===== src/rtl/mvau_stream_hs_if.sv =====
// mvau_stream_hs_if: activation, weight and result streams with valid/ready handshakes
interface mvau_stream_hs_if #(
  parameter int SIMD = 2,
  parameter int PE   = 2,
  parameter int TA   = 4,
  parameter int TW   = 4,
  parameter int TACC = 16
);
  logic [SIMD*TA-1:0]    in_act;
  logic                  in_act_v;
  logic                  in_act_rdy;
  logic [PE*SIMD*TW-1:0] in_wgt;
  logic                  in_wgt_v;
  logic                  in_wgt_rdy;
  logic [PE*TACC-1:0]    out;
  logic                  out_v;
  logic                  out_rdy;
  modport master (
    output in_act, in_act_v, in_wgt, in_wgt_v, out_rdy,
    input  in_act_rdy, in_wgt_rdy, out, out_v
  );
  modport slave (
    input  in_act, in_act_v, in_wgt, in_wgt_v, out_rdy,
    output in_act_rdy, in_wgt_rdy, out, out_v
  );
endinterface


===== src/rtl/mvau_stream_hs.sv =====
// mvau_stream_hs: streaming-weight MVAU; activation vector buffered once and reused across all neuron folds
module mvau_stream_hs #(
  parameter int SIMD   = 2,
  parameter int PE     = 2,
  parameter int MW     = 8,
  parameter int MH     = 4,
  parameter int TA     = 4,
  parameter int TW     = 4,
  parameter int TACC   = 16,
  parameter int SIGNED = 1
) (
  input logic             clk,
  input logic             rst,
  mvau_stream_hs_if.slave bus_io
);
  localparam int SF  = MW / SIMD;
  localparam int NF  = MH / PE;
  localparam int SFW = SF > 1 ? $clog2(SF) : 1;
  localparam int NFW = NF > 1 ? $clog2(NF) : 1;
  logic [SFW-1:0]     sf_q, sf_d;
  logic [NFW-1:0]     nf_q, nf_d;
  logic [TACC-1:0]    acc_q [PE];
  logic [TACC-1:0]    acc_d [PE];
  logic [TACC-1:0]    sum [PE];
  logic [PE*TACC-1:0] out_q, out_d;
  logic               out_v_q, out_v_d;
  logic [SIMD*TA-1:0] act_buf [SF];
  logic [SIMD*TA-1:0] act;
  logic [TA-1:0]      a;
  logic [TW-1:0]      w;
  logic [TACC-1:0]    ae, we;
  logic               last, act_ok, out_ok, fire;
  assign last   = sf_q == SFW'(SF - 1);
  assign act_ok = nf_q != '0 || bus_io.in_act_v;
  // only the closing beat of a fold needs room in the output register
  assign out_ok = !last || !out_v_q || bus_io.out_rdy;
  assign fire   = bus_io.in_wgt_v && act_ok && out_ok;
  assign bus_io.in_wgt_rdy = act_ok && out_ok;
  assign bus_io.in_act_rdy = nf_q == '0 && bus_io.in_wgt_v && out_ok;
  assign bus_io.out        = out_q;
  assign bus_io.out_v      = out_v_q;
  assign act = nf_q == '0 ? bus_io.in_act : act_buf[sf_q];
  always_comb begin
    a  = '0;
    w  = '0;
    ae = '0;
    we = '0;
    for (int p = 0; p < PE; p++) begin
      sum[p] = '0;
      for (int s = 0; s < SIMD; s++) begin
        a  = act[s*TA +: TA];
        w  = bus_io.in_wgt[(p*SIMD+s)*TW +: TW];
        ae = SIGNED != 0 ? TACC'($signed(a)) : TACC'(a);
        we = SIGNED != 0 ? TACC'($signed(w)) : TACC'(w);
        sum[p] = sum[p] + ae * we;
      end
    end
  end
  always_comb begin
    sf_d    = fire ? (last ? '0 : sf_q + 1'b1) : sf_q;
    nf_d    = fire && last ? (nf_q == NFW'(NF - 1) ? '0 : nf_q + 1'b1) : nf_q;
    out_v_d = fire && last ? 1'b1 : (bus_io.out_rdy ? 1'b0 : out_v_q);
    out_d   = out_q;
    for (int p = 0; p < PE; p++) begin
      acc_d[p] = fire ? (sf_q == '0 ? sum[p] : acc_q[p] + sum[p]) : acc_q[p];
      if (fire && last) out_d[p*TACC +: TACC] = acc_d[p];
    end
  end
  always_ff @(posedge clk or posedge rst) begin
    if (rst) begin
      sf_q    <= '0;
      nf_q    <= '0;
      acc_q   <= '{default: '0};
      out_q   <= '0;
      out_v_q <= 1'b0;
    end else begin
      sf_q    <= sf_d;
      nf_q    <= nf_d;
      acc_q   <= acc_d;
      out_q   <= out_d;
      out_v_q <= out_v_d;
    end
  end
  always_ff @(posedge clk)
    if (fire && nf_q == '0) act_buf[sf_q] <= bus_io.in_act;
endmodule

===== src/flat_wrapper.sv =====
// flat-port wrapper written by rule: the top's interface ports become plain ports
module mvau_stream_hs_flat 
#(
  parameter int SIMD   = 2,
  parameter int PE     = 2,
  parameter int MW     = 8,
  parameter int MH     = 4,
  parameter int TA     = 4,
  parameter int TW     = 4,
  parameter int TACC   = 16,
  parameter int SIGNED = 1
)
  (clk, rst, bus_io_in_act, bus_io_in_act_v, bus_io_in_wgt, bus_io_in_wgt_v, bus_io_out_rdy, bus_io_in_act_rdy, bus_io_in_wgt_rdy, bus_io_out, bus_io_out_v);
  mvau_stream_hs_if #(.SIMD(SIMD), .PE(PE), .TA(TA), .TW(TW), .TACC(TACC)) bus_io_i ();
  input logic clk;
  input logic rst;
  input wire logic [$bits(bus_io_i.in_act)-1:0] bus_io_in_act;
  input wire logic [$bits(bus_io_i.in_act_v)-1:0] bus_io_in_act_v;
  input wire logic [$bits(bus_io_i.in_wgt)-1:0] bus_io_in_wgt;
  input wire logic [$bits(bus_io_i.in_wgt_v)-1:0] bus_io_in_wgt_v;
  input wire logic [$bits(bus_io_i.out_rdy)-1:0] bus_io_out_rdy;
  output wire logic [$bits(bus_io_i.in_act_rdy)-1:0] bus_io_in_act_rdy;
  output wire logic [$bits(bus_io_i.in_wgt_rdy)-1:0] bus_io_in_wgt_rdy;
  output wire logic [$bits(bus_io_i.out)-1:0] bus_io_out;
  output wire logic [$bits(bus_io_i.out_v)-1:0] bus_io_out_v;
  assign bus_io_i.in_act = bus_io_in_act;
  assign bus_io_i.in_act_v = bus_io_in_act_v;
  assign bus_io_i.in_wgt = bus_io_in_wgt;
  assign bus_io_i.in_wgt_v = bus_io_in_wgt_v;
  assign bus_io_i.out_rdy = bus_io_out_rdy;
  assign bus_io_in_act_rdy = bus_io_i.in_act_rdy;
  assign bus_io_in_wgt_rdy = bus_io_i.in_wgt_rdy;
  assign bus_io_out = bus_io_i.out;
  assign bus_io_out_v = bus_io_i.out_v;
  mvau_stream_hs #(.SIMD(SIMD), .PE(PE), .MW(MW), .MH(MH), .TA(TA), .TW(TW), .TACC(TACC), .SIGNED(SIGNED)) u_core (.clk(clk), .rst(rst), .bus_io(bus_io_i));
endmodule

===== config.mk =====
export PLATFORM = sky130hd
export DESIGN_NAME = mvau_stream_hs_flat
export DESIGN_NICKNAME = d
export VERILOG_FILES = /design/src/rtl/mvau_stream_hs_if.sv /design/src/rtl/mvau_stream_hs.sv /design/src/flat_wrapper.sv
export SDC_FILE = /design/constraint.sdc
export NUM_CORES = 1
export LEC_CHECK = 0
export ABC_CLOCK_PERIOD_IN_PS = 12000
export BUFFER_PORTS_ARGS = -buffer_cell sky130_fd_sc_hd__buf_2
export CAP_MARGIN = 30
export CORE_MARGIN = 2
export CORE_UTILIZATION = 65
export CTS_CLUSTER_SIZE = 24
export DETAILED_ROUTE_END_ITERATION = 8
export GPL_TIMING_DRIVEN = 0
export PLACE_DENSITY_LB_ADDON = 0.08
export SETUP_SLACK_MARGIN = 0.2
export SLEW_MARGIN = 20
export SYNTH_ARGS = -nofsm -noshare
export SYNTH_HDL_FRONTEND = slang
export SYNTH_SLANG_ARGS = --single-unit

===== constraint.sdc =====
create_clock -name clk -period 12 [get_ports clk]
set_clock_uncertainty 0.15 [all_clocks]
set_input_delay 1.8 -clock clk [delete_from_list [all_inputs] [get_ports clk]]
set_output_delay 1.8 -clock clk [all_outputs]
set_load 0.01 [all_outputs]

==> results.json <==
{
  "synth_compound_area_frac": 0.156,
  "final.min_clock_period_ps": 8500,
  "drt_iter0_drc": 365,
  "status": "finished clean",
  "cts_max_level": 3,
  "post-synth-top-count-cell": "ha_1",
  "final_nets": 1084,
  "synthXorXnorAreaFrac": 0.0622,
  "synth_simple_gate_area_frac": 0.122,
  "initial_utilization": 0.657,
  "yosysSeqAreaShare": 0.310,
  "crit_path_top_delay_cell": "mux2i_1",
  "synth_edf_count": 32,
  "vias_per_cell": 5.98,
  "synth_fa_ha_area_frac": 0.246,
  "cts_setup_buffers": 0,
  "maxSlewViolCount": 0,
  "whs_endpoint": "u_core.bus_io.out[20]$_DFFE_PP0P_",
  "hold_start": "u_core.bus_io.out[20]$_DFFE_PP0P_",
  "drive_gt1_frac": 0.143,
  "synth.top_cells.by_count": "102 x ha_1, 75 x nand2_1, 68 x dfrtp_1",
  "fillerInstances": 987,
  "cp-end-kind": "register",
  "finalSetupViolations": 0,
  "ctsHoldBuffers": 0,
  "syn-instance-count": 836,
  "syn_area_per_cell_sq_um": 10.3,
  "crit_required_ps": 12090,
  "critical_path.top_delay_family": "adder cells",
  "wirelength_mm": 19.3,
  "drv_cap": 0,
  "final_antenna_net_count": 0,
  "clk_latency_ps": 360,
  "synthTopCellsByArea": "dfrtp_1 20%, ha_1 15%, edfxtp_1 11%",
  "vias": 6528,
  "crit_path_max_incr_delay_ps": 620,
  "antenna_found_initial": 0,
  "antenna_cells": 0,
  "cts.root.buffer_cell": "clkbuf_16",
  "grt_use_total": 0.290,
  "muxShareOfSynthArea": 0.0697,
  "grt_overflow_total": 0,
  "syn-num-nets": 1009,
  "cpMostUsedCell": "fa_1",
  "register_area_sq_um": 2660,
  "post_drt_wl_per_cell_um": 17.7,
  "worstRegToRegCells": 24,
  "synthDominantCellAreaShare": 0.198,
  "crit_fanout": 8,
  "clk_pin_slew_ps": 80,
  "cts_tree": "yes",
  "startpoint_type": "input port",
  "numClockSinks": 100,
  "rsz0062_at_grt": "no",
  "relSlewSlack": 0.442,
  "first_pass_iters": 5,
  "drc": 0,
  "die-area_sq_um": 14200,
  "area_delta_synth_final_pct": 10.2,
  "grt_pass1_vias": 6852,
  "r2r_end": "u_core.bus_io.out[13]$_DFFE_PP0P_",
  "synth_area_sq_um": 8590,
  "placed_area_sq_um": 9160,
  "hold_violations": 0,
  "r2r_start": "u_core.sf_q[1]$_DFFE_PP0P_",
  "setup_tns_ps": 0,
  "worstMarginPinSlew_ps": 814,
  "whs_path_depth": 2,
  "synth_cell_types": 67,
  "critical_path_class": "in2reg",
  "ctsResizeCount": 0,
  "grt_pass1_wl_mm": 32.9,
  "die-height_um": 119,
  "synth_top_family_by_area": "adder cells",
  "async_flop_share": 0.680,
  "fin_crit_sh": 0.708,
  "routabilityCongestion": 0.956,
  "synth_top_area_cell": "dfrtp_1",
  "yosysWarnings": 0,
  "ys.flop_type": "dfrtp_1",
  "crit_arrival_ps": 8580,
  "cts_buffers": 9,
  "max-clock-path-buffers": 2,
  "dp_hpwl_mm": 15.3,
  "finish.instance_area_sq_um": 9470,
  "path_cells": "buf_2 -> mux2i_1 -> nand2_1 -> fa_1 -> fa_1 -> inv_1 -> fa_1 -> ha_1 -> fa_1 -> a21o_1 -> a21oi_1 -> xnor2_1 -> xor2_1 -> ha_1 -> a31oi_1 -> o21ai_0 -> ha_1 -> a211oi_1 -> nand2_1 -> o31ai_2 -> xnor2_1 -> a21o_1 -> mux2_2",
  "grt_max_degree": 53,
  "synth.ff_latch_count": 100,
  "rows": 42,
  "max_freq_mhz": 118,
  "r2r_slack_ps": 3790,
  "io_buffers": 63,
  "die_w_um": 119,
  "pin_count": 64,
  "multi_input_area_sq_um": 5640,
  "core_area_sq_um": 13100,
  "worst-path-buf-inv": 2,
  "hold_path.class": "reg2reg"
}
-- layer usage --
layer	share of wire	vias up	GRT usage
met5	0	-	0
met4	0.023	0	0.103
met3	0.052	40	0.0450
met2	0.49	176	0.486
met1	0.44	3209	0.383
li1	-	3103	-
-- flip-flops by register name (all words and copies together) (netlist names) --
signal	flops
u_core.bus_io.out_v	1
u_core.act_buf	32
u_core.sf_q	2
u_core.nf_q	1
u_core.bus_io.out	32
u_core.acc_q	32
-- placed cells by master, fill, tap and decap left out, drive strengths merged, types with 20 or more instances in the layout --
| master | n |
|---|---|
| mux2i | 20 |
| buf | 70 |
| fa | 42 |
| nand2 | 75 |
| dfrtp | 68 |
| xnor2 | 45 |
| o21ai | 73 |
| inv | 50 |
| clkbuf | 25 |
| nor2 | 28 |
| a21o | 28 |
| nor2b | 39 |
| ha | 102 |
| a21oi | 50 |
| edfxtp | 32 |
-- final cells by class --
| cell class | count | area share |
|---|---|---|
| clock inverters | 7 | 0.00925 |
| well taps | 176 | 0.0232 |
| plain buffers | 22 | 0.0123 |
| flip-flops and latches | 100 | 0.281 |
| clock buffers | 9 | 0.0238 |
| multi-input cells | 668 | 0.596 |
| inverters | 46 | 0.0185 |
| repair buffers | 64 | 0.0362 |
-- cell families after synthesis --
| logic type | Yosys count |
|---|---|
| adders and majority gates | 144 |
| buffers and inverters | 68 |
| xor gates and xnor gates | 61 |
| and+or+nand+nor | 208 |
| muxes | 46 |
| AOI/OAI and AO/OA | 209 |
| DFF | 100 |
-- metrics by stage --
| stage | hold WS (ps) | cells | utilization | setup slack (ps) |
|---|---|---|---|---|
| 2_1_floorplan | 302 | 836 | - | 4250 |
| 3_3_place_gp | 309 | 1075 | 0.698 | 3360 |
| 3_5_place_dp | 316 | 1076 | 0.700 | 3180 |
| 4_1_cts | 333 | 1092 | 0.724 | 3550 |
| 5_1_grt | 346 | 1092 | 0.724 | 3060 |
| 6_report | 327 | 1092 | 0.724 | 3500 |
-- worst register-to-register path: stages, from the launching register on --
cell and delay (ps):
dfrtp_1 390, clkbuf_1 450, mux4_2 400, mux2i_1 660
nand2_1 180, fa_1 530, fa_1 540, inv_1 50
fa_1 450, ha_1 240, fa_1 400, a21o_1 200
a21oi_1 200, xnor2_1 170, xor2_1 270, ha_1 300
a31oi_1 420, o21ai_0 220, ha_1 380, a211oi_1 310
nand2_1 170, o31ai_2 400, xnor2_1 110, a21o_1 220
mux2_2 270
-- worst max path at each step --
stage,from,endpoint,depth (start not counted)
2_1_floorplan,bus_io_in_act[0],u_core.acc_q[12]$_DFF_PP0_,22
3_3_place_gp,bus_io_in_act[4],u_core.bus_io.out[15]$_DFFE_PP0P_,24
3_5_place_dp,bus_io_in_act[4],u_core.bus_io.out[15]$_DFFE_PP0P_,24
4_1_cts,bus_io_in_act[4],u_core.bus_io.out[13]$_DFFE_PP0P_,23
5_1_grt,bus_io_in_act[4],u_core.bus_io.out[13]$_DFFE_PP0P_,23
6_report,bus_io_in_act[4],u_core.bus_io.out[13]$_DFFE_PP0P_,23
Power is left out: the tool's default activity adds up to more than one toggle a clock period on the data nets, which glitch-free logic cannot reach.
